File: src/rtl/fetch_queue_stage.sv
// fetch_queue_stage: PC generation, inst SRAM requests and a DEPTH-entry {pc,inst} queue.
// Optional macro FQ_BYPASS_EN: forward a response straight to ID when the queue is empty.
module fetch_queue_stage #(
  parameter int ADDR_W = 32,
  parameter int INST_W = 32,
  parameter int DEPTH  = 4,
  parameter logic [ADDR_W-1:0] RESET_PC = 32'h1c000000
) (
  input  logic                         clk,
  input  logic                         reset,
  input  logic                         stall,
  input  logic                         br_taken,
  input  logic [ADDR_W-1:0]            br_target,
  output logic                         inst_sram_en,
  output logic [ADDR_W-1:0]            inst_sram_addr,
  input  logic [INST_W-1:0]            inst_sram_rdata,
  input  logic                         ds_allow_in,
  output logic                         fs_to_ds_valid,
  output logic [ADDR_W-1:0]            fs_pc,
  output logic [INST_W-1:0]            fs_inst,
  output logic [$clog2(DEPTH+1)-1:0]   fq_count
);

  localparam int PW = $clog2(DEPTH);
  localparam int CW = $clog2(DEPTH+1);
  localparam int EW = ADDR_W + INST_W;
  localparam logic [CW:0] DEPTH_C = (CW+1)'(DEPTH);

  logic [ADDR_W-1:0] pc;
  logic [ADDR_W-1:0] req_pc;
  logic              inflight;
  logic [PW-1:0]     rd_ptr;
  logic [PW-1:0]     wr_ptr;
  logic [CW-1:0]     count;
  logic [EW-1:0]     mem [DEPTH];

  logic [CW:0]       credit;
  logic              req;
  logic              push;
  logic              pop;
  logic              byp;
  logic              wr_en;
  logic              rd_en;
  logic [EW-1:0]     head;

  // Credit = stored entries plus the one response still on its way.
  always_comb begin
    credit = {1'b0, count} + {{CW{1'b0}}, inflight};
  end

  assign req  = !reset && !stall && !br_taken && (credit < DEPTH_C);
  assign push = inflight && !br_taken && !reset;
  assign head = mem[rd_ptr];

  assign inst_sram_en   = req;
  assign inst_sram_addr = pc;
  assign fq_count       = count;

`ifdef FQ_BYPASS_EN
  assign byp            = push && (count == '0);
  assign fs_to_ds_valid = (count != '0) || byp;
  assign fs_pc          = byp ? req_pc : head[EW-1:INST_W];
  assign fs_inst        = byp ? inst_sram_rdata : head[INST_W-1:0];
`else
  assign byp            = 1'b0;
  assign fs_to_ds_valid = (count != '0);
  assign fs_pc          = head[EW-1:INST_W];
  assign fs_inst        = head[INST_W-1:0];
`endif

  // A bypassed entry that ID takes never touches storage.
  assign pop   = fs_to_ds_valid && ds_allow_in && !br_taken;
  assign wr_en = push && !(byp && ds_allow_in);
  assign rd_en = pop && !byp;

  // PC and in-flight tracking; redirect cancels the pending response.
  always_ff @(posedge clk) begin
    if (reset) begin
      pc       <= RESET_PC;
      req_pc   <= RESET_PC;
      inflight <= 1'b0;
    end else if (br_taken) begin
      pc       <= br_target;
      inflight <= 1'b0;
    end else begin
      inflight <= req;
      if (req) begin
        pc     <= pc + ADDR_W'(4);
        req_pc <= pc;
      end
    end
  end

  // Queue pointers and occupancy; pop and push may share a cycle.
  always_ff @(posedge clk) begin
    if (reset || br_taken) begin
      rd_ptr <= '0;
      wr_ptr <= '0;
      count  <= '0;
    end else begin
      if (wr_en) wr_ptr <= wr_ptr + PW'(1);
      if (rd_en) rd_ptr <= rd_ptr + PW'(1);
      count <= count + CW'(wr_en) - CW'(rd_en);
    end
  end

  // Entry storage, written with the returning {pc, inst} pair.
  always_ff @(posedge clk) begin
    if (wr_en) mem[wr_ptr] <= {req_pc, inst_sram_rdata};
  end

endmodule

File: config.mk
export PLATFORM = sky130hd
export DESIGN_NAME = fetch_queue_stage
export DESIGN_NICKNAME = d
export VERILOG_FILES = /design/src/rtl/fetch_queue_stage.sv
export SDC_FILE = /design/constraint.sdc
export NUM_CORES = 1
export LEC_CHECK = 0
export BUFFER_PORTS_ARGS = -buffer_cell sky130_fd_sc_hd__buf_4
export CORE_UTILIZATION = 35
export DETAILED_ROUTE_END_ITERATION = 16
export PLACE_DENSITY = 0.55
export SLEW_MARGIN = 20
export SYNTH_ARGS = -nofsm -noshare
export SYNTH_HDL_FRONTEND = slang
export SYNTH_SLANG_ARGS = --single-unit
File: constraint.sdc
create_clock -name clk -period 8.1 [get_ports clk]
set_clock_uncertainty 0.15 [all_clocks]
set_input_delay 1.215 -clock clk [delete_from_list [all_inputs] [get_ports clk]]
set_output_delay 1.215 -clock clk [all_outputs]
set_load 0.05 [all_outputs]
# ---- After elaboration in Yosys (flattened, before gate mapping)
# Memory sizes are Yosys's and may differ from the RTL's. A register that Yosys moved wholly into a read port is not among the register bits.
# Index checks and enable logic that the tools add are counted.
dict set report totals {
  reg_bits 72
  mem_bits_rw 256
  in_bits 69
  output_inout_bits 101
  word_cells 36
  mem_count 1
}
dict set report classes {
  n_addsub 6
  order_cmp 1
  mux 6
  bitwise_logic 1
  n_reduce_logical 15
}
# memory depth width rd rd_clocked_by_memory_dff write_ports line_no
set memory_table {}
lappend memory_table {mem 4 64 1 1 1 35} ;# logic [EW-1:0] mem [DEPTH];
# operator n
set op_table {}
lappend op_table {{$mux 32} 2}
lappend op_table {{$add 32x3->32 const B} 1}
lappend op_table {{$logic_and 1x1->1} 7}
lappend op_table {{$add 2x1->2 const B} 2}
lappend op_table {{$add 3x1->4} 1}
lappend op_table {{$lt 4x3->1 const B} 1}
lappend op_table {{$mux 2} 2}
lappend op_table {{$add 3x1->3} 1}
lappend op_table {{$logic_not 1->1} 3}
lappend op_table {{$reduce_bool 3->1} 1}
lappend op_table {{$sub 3x1->3} 1}
lappend op_table {{$mux 1} 2}
lappend op_table {{$reduce_and 2->1} 1}
lappend op_table {{$reduce_bool 2->1} 1}
lappend op_table {{$reduce_or 2->1} 1}
lappend op_table {{$logic_or 1x1->1} 1}
lappend op_table {{$not 1->1} 1}

# ---- Longest topological paths before layout
# Gate-level depths: netlist of the first run.
dict set report logic_depth {
  ltp_word 6
  ltp_mapped 10
  mapped_depth_nobuf 10
}

# ---- Worst setup path before layout of the first run
# OpenSTA, ideal clock, no wires.
dict set report synth_path {
  kind {input to output}
  startpoint {input port stall}
  endpoint {output port inst_sram_en}
  arrival_time_ns 2.723
  setup_slack_ns 4.012
  path_stages 5
  path_buffers 1
  cell_sequence {nand3b_1 o32ai_2 nand2_1 inv_1 buf_1}
}
dict set report synth_via {
  elab_chain_len 4
}
# element line_no
set synth_lines {}
lappend synth_lines {{from (decl)} 11} ;# input logic stall,
lappend synth_lines {{$logic_not 1->1} 51} ;# assign req = !reset && !stall && !br_taken && (credit < DEPTH_C);
lappend synth_lines {{$logic_and 1x1->1 (3 in series)} 51}
lappend synth_lines {{to (decl)} 14} ;# output logic inst_sram_en,
# No other way between the ends.

==> impl_metrics.py, run 1 <==
metrics = {
    "detailed_routing": {
        "drt_iter0_drc": 371,
        "drtAntennaViolNets": 0,
        "wl_mm": 28.02,
        "highest_layer": "met4",
        "wl_met1_mm": 13.03,
        "route.detailed.drc": 0,
        "vias_per_cell": 4.975,
        "first_pass_iters": 4,
        "wl_met3_mm": 1.238,
        "vias": 7025,
        "post_drt_wl_per_cell_um": 19.84,
        "wl_met2_mm": 13.33,
    },
    "placed_design": {
        "hpwl_mm": 16.92,
        "io_buffers": 169,
        "gp_congestion": 0.7766,
    },
    "floorplanning": {
        "die_w_um": 191.5,
        "die_y_um": 191.5,
        "ioPinCount": 170,
        "start_util_pct": 35.42,
        "coreArea_mm2": 0.03548,
        "die_area_mm2": 0.03667,
        "rows": 69,
    },
    "timing": {
        "whs_ps": 328.0,
        "finalCritPeriodShare_pct": 52.36,
        "fmax_mhz": 235.8,
        "hold_violations": 0,
        "setup_viol": 0,
        "worstMarginPinSlew_ps": 1056,
        "tns_ps": 0,
        "period_needed_ps": 4241,
        "rsz0062_at_grt": "no",
        "timing.slew.headroom_pct": 29.60,
        "drv_slew": 0,
    },
    "cells_and_area": {
        "layout_common_cells": "256 x edfxtp_1, 177 x buf_4, 80 x nand2_1, 72 x dfxtp_1, 64 x mux4_2",
        "fillCellCount": 3176,
        "mostFrequentLayoutCell": "edfxtp_1",
        "n_antenna_cell": 0,
        "area_delta_synth_final_pct": 23.37,
        "layout-drive-gt1-share_pct": 32.18,
        "nNetsFinal": 1001,
        "multi_input_area_mm2": 0.003209,
        "ff_latch_area_mm2": 0.009176,
    },
    "yosys": {
        "ys_types": 44,
        "yosys.area.top_type": "edfxtp_1",
        "syn_area_mm2": 0.01257,
        "synth_fp_nets": 825,
        "avgSynthCellArea_um2": 16.83,
        "ys_seq_area_share_pct": 72.94,
        "synth_top_area_share_pct": 61.16,
        "synth_seq_cells": 330,
        "syn_inst": 747,
        "ys_warn_count": 0,
        "ys_top_cells_by_area": "edfxtp_1 61%, dfxtp_1 12%, mux4_2 11%",
    },
    "power": {
        "power.density_mw_per_mm2": 233.4,
        "vdd_drop_max_uv": 121.4,
        "p_leak_nw": 5.297,
    },
    "global_route": {
        "grt.total_usage_pct": 15.27,
        "grt_max_degree": 67,
        "antenna_found_initial": 0,
        "grt_pass1_wl_mm": 42.05,
        "grt_pass1_vias": 7074,
        "grt_overflow": 0,
    },
    "cts": {
        "cts_num_sinks": 330,
        "tritoncts": "built",
        "postCtsSetupRepairBufs": 0,
        "clk_latency_ps": 510,
        "clk_pin_slew_ps": 60,
        "h-tree-depth": 2,
        "clk_path_buf_depth": 3,
        "cts-hold-fix-buffers": 0,
        "numCtsBuffers": 36,
        "cts_root_buffer": "clkbuf_16",
        "cts_resized": 0,
    },
    "critical_path": {
        "critical_path_class": "reg -> out",
        "worstPathArrival_ps": 2880,
        "crit_path_end_kind": "output pin",
        "path_max_fanout": 38,
        "required_ps": 6730,
        "start_kind": "register",
    },
    "flow_run": {
        "cap_violations": 0,
    },
    "worst_hold_path": {
        "hp-class": "reg -> reg",
    },
    "status": {
        "status": "finished, final reports clean",
    },
}
## layer usage
layer  vias to the layer above  track usage [%]
met1                      3535            20.74
met3                        34            2.956
li1                       3273                -
met4                         0            3.907
met2                       183            25.04
met5                         -                0
## Yosys cell counts, drive strengths merged
| master | count |
|---|---|
| a211oi | 16 |
| a21o | 1 |
| a21oi | 33 |
| a311oi | 5 |
| a31oi | 4 |
| a41o | 1 |
| and2 | 6 |
| and3 | 10 |
| and4 | 1 |
| buf | 12 |
| clkbuf | 27 |
| dfxtp | 74 |
| edfxtp | 256 |
| fa | 1 |
| ha | 8 |
| inv | 15 |
| mux2i | 3 |
| mux4 | 64 |
| nand2 | 80 |
| nand2b | 1 |
| nand3 | 13 |
| nand3b | 5 |
| nand4 | 8 |
| nor2 | 34 |
| nor3 | 7 |
| nor4 | 9 |
| nor4b | 1 |
| o211a | 1 |
| o211ai | 1 |
| o21ai | 6 |
| o21bai | 1 |
| o22ai | 2 |
| o311a | 2 |
| o32a | 3 |
| o32ai | 1 |
| or2 | 3 |
| or3 | 6 |
| or4 | 3 |
| xnor2 | 18 |
| xor2 | 5 |
## registers in the layout, summed over array words and instances, names as in the netlist, named ones only
register,cells
fq_count,3
inflight,1
inst_sram_addr,32
mem,256
rd_ptr,2
req_pc,32
wr_ptr,2
## worst paths after layout
kind,slack [ps],to,cells past startpoint,startpoint
setup / recovery,3860,fs_inst[10],3,register
setup reg to reg,5260,inst_sram_addr[19],6,fq_count[1]
hold reg to reg,330,req_pc[0],2,inst_sram_addr[0]
hold / removal,330,req_pc[0],2,inst_sram_addr[0]
## report_power, final
group | total (mW) | internal (mW) | switching, mW
combinational | 0.170 | 0.0619 | 0.108
clock | 1.59 | 0.951 | 0.638
sequential | 1.86 | 1.83 | 0.0274
total | 3.62 | 2.85 | 0.773
## layout make-up
type	count	area share, %
sequential	330	59.17
timing repair buffer	177	8.569
inverter	15	0.3631
clock buffer	52	6.640
multi-input combinational	363	20.70
clock inverter	14	0.8391
tap	461	3.720
## critical path, cell delays in order, from the launching register on
cell and delay (ps):
dfxtp_4 770, buf_4 750, mux4_2 610, buf_4 210
## kinds of logic (layout without fill, tap and decap cells)
group / Yosys count / in the layout / share of synthesized area [%]
and+or+nand+nor: 187 / 187 / 6.988
AOI/OAI and AO/OA: 77 / 77 / 4.121
xor gates and xnor gates: 23 / 23 / 1.603
buffers and inverters: 54 / 258 / 1.682
DFF: 330 / 330 / 72.94
adders and majority gates: 9 / 9 / 0.9556
muxes: 67 / 67 / 11.71
## metrics by stage
| stage | utilization [%] | std cells | instance area [um2] | worst slack [ps] | power (mW) |
|---|---|---|---|---|---|
| after global routing | 43.70 | 1412 | 15510 | 3607 | 3.740 |
| after CTS | 43.70 | 1412 | 15510 | 3702 | 3.665 |
| after detailed placement | 40.44 | 1346 | 14350 | 4055 | 2.068 |
| final | 43.70 | 1412 | 15510 | 3859 | 3.620 |
| after floorplan | - | 747 | 12570 | 4012 | 1.986 |
| after global placement | 40.44 | 1346 | 14350 | 4074 | 2.066 |
No activity file was read; power rests on OpenSTA's default activity.
==> run 2, diff against run 1 <==
PLACE_DENSITY = 0.57   (was 0.55)
clock period = 3.7 ns   (was 8.1 ns; I/O delays follow)
==> impl_metrics.py, run 2 (synthesis results as in run 1) <==
metrics = {
    "cts": {
        "cts_num_sinks": 330,
        "cts_resized": 0,
        "cts-hold-fix-buffers": 0,
        "clk_pin_slew_ps": 60,
        "numCtsBuffers": 35,
        "clk_path_buf_depth": 3,
        "h-tree-depth": 2,
        "postCtsSetupRepairBufs": 0,
        "cts_root_buffer": "clkbuf_16",
        "clk_latency_ps": 500,
        "tritoncts": "built",
    },
    "global_route": {
        "grt_pass1_wl_mm": 43.50,
        "antenna_found_initial": 0,
        "grt.total_usage_pct": 15.99,
        "grt_max_degree": 66,
        "grt_overflow": 0,
        "grt_pass1_vias": 7204,
    },
    "critical_path": {
        "critical_path_class": "reg -> out",
        "r2r_cells": 6,
        "crit_path_end_kind": "output pin",
        "r2r-end": "inst_sram_addr[19]",
        "reg2reg_from": "fq_count[1]",
        "path_max_fanout": 8,
        "start_kind": "register",
        "required_ps": 2990,
        "worstPathArrival_ps": 2410,
        "reg2reg_slack_ps": 920,
    },
    "power": {
        "p_leak_nw": 5.353,
        "combPwrFrac_pct": 4.7,
        "p_int_mw": 6.287,
        "power.switching_mw": 1.658,
        "switching_share_pct": 20.87,
        "power.density_mw_per_mm2": 508.3,
        "seqPwrFrac_pct": 51.3,
        "clkPwrFrac_pct": 43.9,
        "vdd_drop_max_uv": 295.1,
    },
    "placed_design": {
        "gp_congestion": 0.7801,
        "hpwl_mm": 18.46,
        "placed_area_mm2": 0.01448,
        "io_buffers": 169,
        "dp_slack_ps": 952.9,
    },
    "timing": {
        "rsz0062_at_grt": "no",
        "finalCritPeriodShare_pct": 84.21,
        "setup_viol": 0,
        "fin_ws_ps": 584.4,
        "whs_ps": 104.3,
        "fmax_mhz": 321.0,
        "tns_ps": 0,
        "timing.slew.headroom_pct": 50.38,
        "drv_slew": 0,
        "worstMarginPinSlew_ps": 744.3,
        "period_needed_ps": 3116,
        "hold_violations": 0,
    },
    "floorplanning": {
        "die_y_um": 191.5,
        "rows": 69,
        "start_util_pct": 35.42,
        "ioPinCount": 170,
        "die_area_mm2": 0.03667,
        "coreArea_mm2": 0.03548,
        "die_w_um": 191.5,
    },
    "detailed_routing": {
        "first_pass_iters": 5,
        "route.detailed.drc": 0,
        "wl_mm": 29.13,
        "drt_iter0_drc": 483,
        "vias_per_cell": 5.028,
        "drtAntennaViolNets": 0,
        "post_drt_wl_per_cell_um": 20.58,
        "vias": 7115,
    },
    "cells_and_area": {
        "fin_util_pct": 44.05,
        "ff_latch_area_mm2": 0.009176,
        "layout-drive-gt1-share_pct": 32.49,
        "multi_input_area_mm2": 0.003209,
        "area_delta_synth_final_pct": 24.35,
        "nNetsFinal": 1007,
        "largest_register_ff_count": 256,
        "layout_common_cells": "256 x edfxtp_1, 178 x buf_4, 80 x nand2_1, 72 x dfxtp_1, 64 x mux4_2",
        "fillCellCount": 3161,
        "fin_area_mm2": 0.01563,
        "n_antenna_cell": 0,
        "largest-register": "mem",
        "mostFrequentLayoutCell": "edfxtp_1",
    },
    "worst_hold_path": {
        "hp-class": "in -> reg",
        "min_to": "mem[0][14]",
        "hold_depth": 1,
        "hp-start": "inst_sram_rdata[14]",
    },
    "flow_run": {
        "cap_violations": 0,
    },
    "status": {
        "status": "finished, final reports clean",
    },
}
[run 2: area by class of cell]
type,instances,share of cell area (%)
inverter,15,0.3602
clock inverter,17,1.145
clock buffer,45,6.244
multi-input combinational,363,20.53
tap,461,3.690
sequential,330,58.71
timing repair buffer,184,9.318
[run 2: how the worst max path moves through the flow]
stage / slack (ps) / startpoint / cells after the start / endpoint
after floorplan: 460 / fq_count[1] / 6 / inst_sram_en
after global placement: 1000 / fq_count[1] / 6 / inst_sram_addr[19]
after detailed placement: 950 / fq_count[1] / 6 / inst_sram_addr[17]
after CTS: 550 / register / 3 / fs_pc[21]
after global routing: 490 / fq_count[1] / 6 / inst_sram_en
final: 580 / fq_count[1] / 6 / inst_sram_en
[run 2: metal layers]
metal	GRT usage [%]	routed length (um)	vias up
met2	25.29	13720	225
met4	4.121	488	0
met5	0	0	-
met3	2.974	1670	35
met1	22.64	13240	3584
li1	-	-	3271
[run 2: power groups by stage]
stage | sequential (mW) | clock [mW] | combinational, mW
4_1_cts | 4.08 | 3.58 | 0.379
3_5_place_dp | 4.16 | 0 | 0.379
5_1_grt | 4.08 | 3.72 | 0.400
3_3_place_gp | 4.16 | 0 | 0.376
2_1_floorplan | 4.22 | 0 | 0.132
6_report | 4.08 | 3.49 | 0.376
[run 2: through the flow]
stage | power (mW) | std cells
final | 7.945 | 1415
after global routing | 8.207 | 1415
after CTS | 8.041 | 1415
after detailed placement | 4.536 | 1353
after global placement | 4.533 | 1353
after floorplan | 4.348 | 747
[run 2: worst max-delay path, stage by stage (launching register included)]
cell     delay (ps)
dfxtp_1         380
ha_1            240
o211a_2         280
o32ai_2         560
nand2_1         150
inv_1           100
buf_4           200
==> run 3, diff against run 2 <==
clock period = 2.85 ns   (was 3.7 ns; I/O delays follow)
==> impl_metrics.py, run 3 (synthesis results as in run 1) <==
metrics = {
    "power": {
        "power.density_mw_per_mm2": 648.4,
        "vdd_drop_max_uv": 580.7,
        "p_leak_nw": 5.611,
    },
    "timing": {
        "whs_ps": 15.47,
        "finalCritPeriodShare_pct": 95.55,
        "hold_violations": 0,
        "fmax_mhz": 367.2,
        "setup_viol": 0,
        "rsz0062_at_grt": "no",
        "drv_slew": 0,
        "period_needed_ps": 2723,
        "tns_ps": 0,
        "timing.slew.headroom_pct": 62.09,
        "worstMarginPinSlew_ps": 563.4,
        "fin_ws_ps": 126.8,
    },
    "cts": {
        "cts_root_buffer": "clkbuf_16",
        "clk_latency_ps": 520,
        "numCtsBuffers": 38,
        "tritoncts": "built",
        "clk_pin_slew_ps": 60,
        "h-tree-depth": 2,
        "cts_num_sinks": 330,
        "clk_path_buf_depth": 3,
    },
    "critical_path": {
        "worstPathArrival_ps": 2150,
        "cp_top_family": "flip-flops",
        "start_kind": "register",
        "worstPathCellList": "buf_4 > mux4_2 > buf_4",
        "critical_path_class": "reg -> out",
        "crit_top_cell": "buf_4",
        "cpMaxStageDelayCell": "dfxtp_4",
        "slowest_delay_ps": 550,
        "required_ps": 2270,
        "path_max_fanout": 14,
        "path_buf_inv": 2,
        "crit_path_end_kind": "output pin",
    },
    "global_route": {
        "grt_overflow": 0,
        "grt_pass1_wl_mm": 43.79,
        "grt_pass1_vias": 7254,
        "grt_max_degree": 51,
        "grt.total_usage_pct": 15.92,
        "antenna_found_initial": 0,
    },
    "placed_design": {
        "hpwl_mm": 18.52,
        "dp_slack_ps": 257.0,
        "gp_congestion": 0.7677,
        "io_buffers": 169,
        "placed_cells": 1373,
    },
    "detailed_routing": {
        "route.detailed.drc": 0,
        "vias": 7192,
        "wl_mm": 28.91,
        "post_drt_wl_per_cell_um": 19.63,
        "first_pass_iters": 4,
        "drtAntennaViolNets": 0,
        "drt_iter0_drc": 391,
        "vias_per_cell": 4.883,
    },
    "cells_and_area": {
        "layout-drive-gt1-share_pct": 32.91,
        "fin_util_pct": 45.66,
        "largest-register": "mem",
        "nNetsFinal": 1062,
        "fillCellCount": 3146,
        "area_delta_synth_final_pct": 28.91,
        "largest_register_ff_count": 256,
        "n_antenna_cell": 0,
        "layout_common_cells": "256 x edfxtp_1, 194 x buf_4, 80 x nand2_1, 72 x dfxtp_1, 64 x mux4_2",
        "fin_cells": 1473,
        "mostFrequentLayoutCell": "edfxtp_1",
    },
    "floorplanning": {
        "ioPinCount": 170,
        "rows": 69,
        "die_y_um": 191.5,
        "coreArea_mm2": 0.03548,
        "start_util_pct": 35.42,
        "die_w_um": 191.5,
        "die_area_mm2": 0.03667,
    },
    "flow_run": {
        "cap_violations": 0,
    },
    "status": {
        "status": "finished, final reports clean",
    },
    "worst_hold_path": {
        "hp-class": "in -> reg",
    },
}
## run 3: worst min-delay path, stage by stage
cell	delay, ps
buf_4	90
mux2i_1	60
nor2_1	70
## run 3: final timing paths
check / start / end / slack [ps] / depth (start not counted)
setup / recovery: register / fs_inst[4] / 130 / 3
hold / removal: br_target[1] / inst_sram_addr[1] / 20 / 3
setup reg to reg: fq_count[1] / inst_sram_addr[19] / 220 / 6
hold reg to reg: inst_sram_addr[1] / req_pc[1] / 340 / 2
## run 3: metrics by stage
step	instance area [um2]	power [mW]
CTS	16200	10.63
finish	16200	10.51
detailed placement	14680	5.897
global placement	14680	5.890
global route	16200	10.86
floorplan	12580	5.645
## run 3: metal layers
layer / up-vias / wire, um / track usage (%)
met1: 3565 / 13300 / 22.43
li1: 3389 / - / -
met5: - / 0 / 0
met3: 32 / 1509 / 3.103
met4: 0 / 447 / 3.785
met2: 206 / 13650 / 25.29
## run 3: final cells by class
type	instances	area, um2	area share, %
multi-input cells	363	3209	19.81
clock inverters	17	166.4	1.027
repair buffers	236	1977	12.20
flip-flops and latches	330	9176	56.63
well taps	461	576.8	3.560
clock buffers	51	1041	6.425
inverters	15	56.30	0.3475
## run 3: where the power goes
group          internal (mW)  switching (mW)  total, mW
Sequential              5.21          0.0646       5.28
Combinational          0.218           0.334      0.552
Clock                   2.83            1.84       4.68
Total                   8.26            2.24       10.5
## run 3: repair_timing
item | CTS | global route
hold endpoints to repair | 128 | 0
hold buffers | 32 | 0
resized for setup | 0 | 0
buffers inserted | 0 | 0
endpoints found under the setup margin | 0 | 0
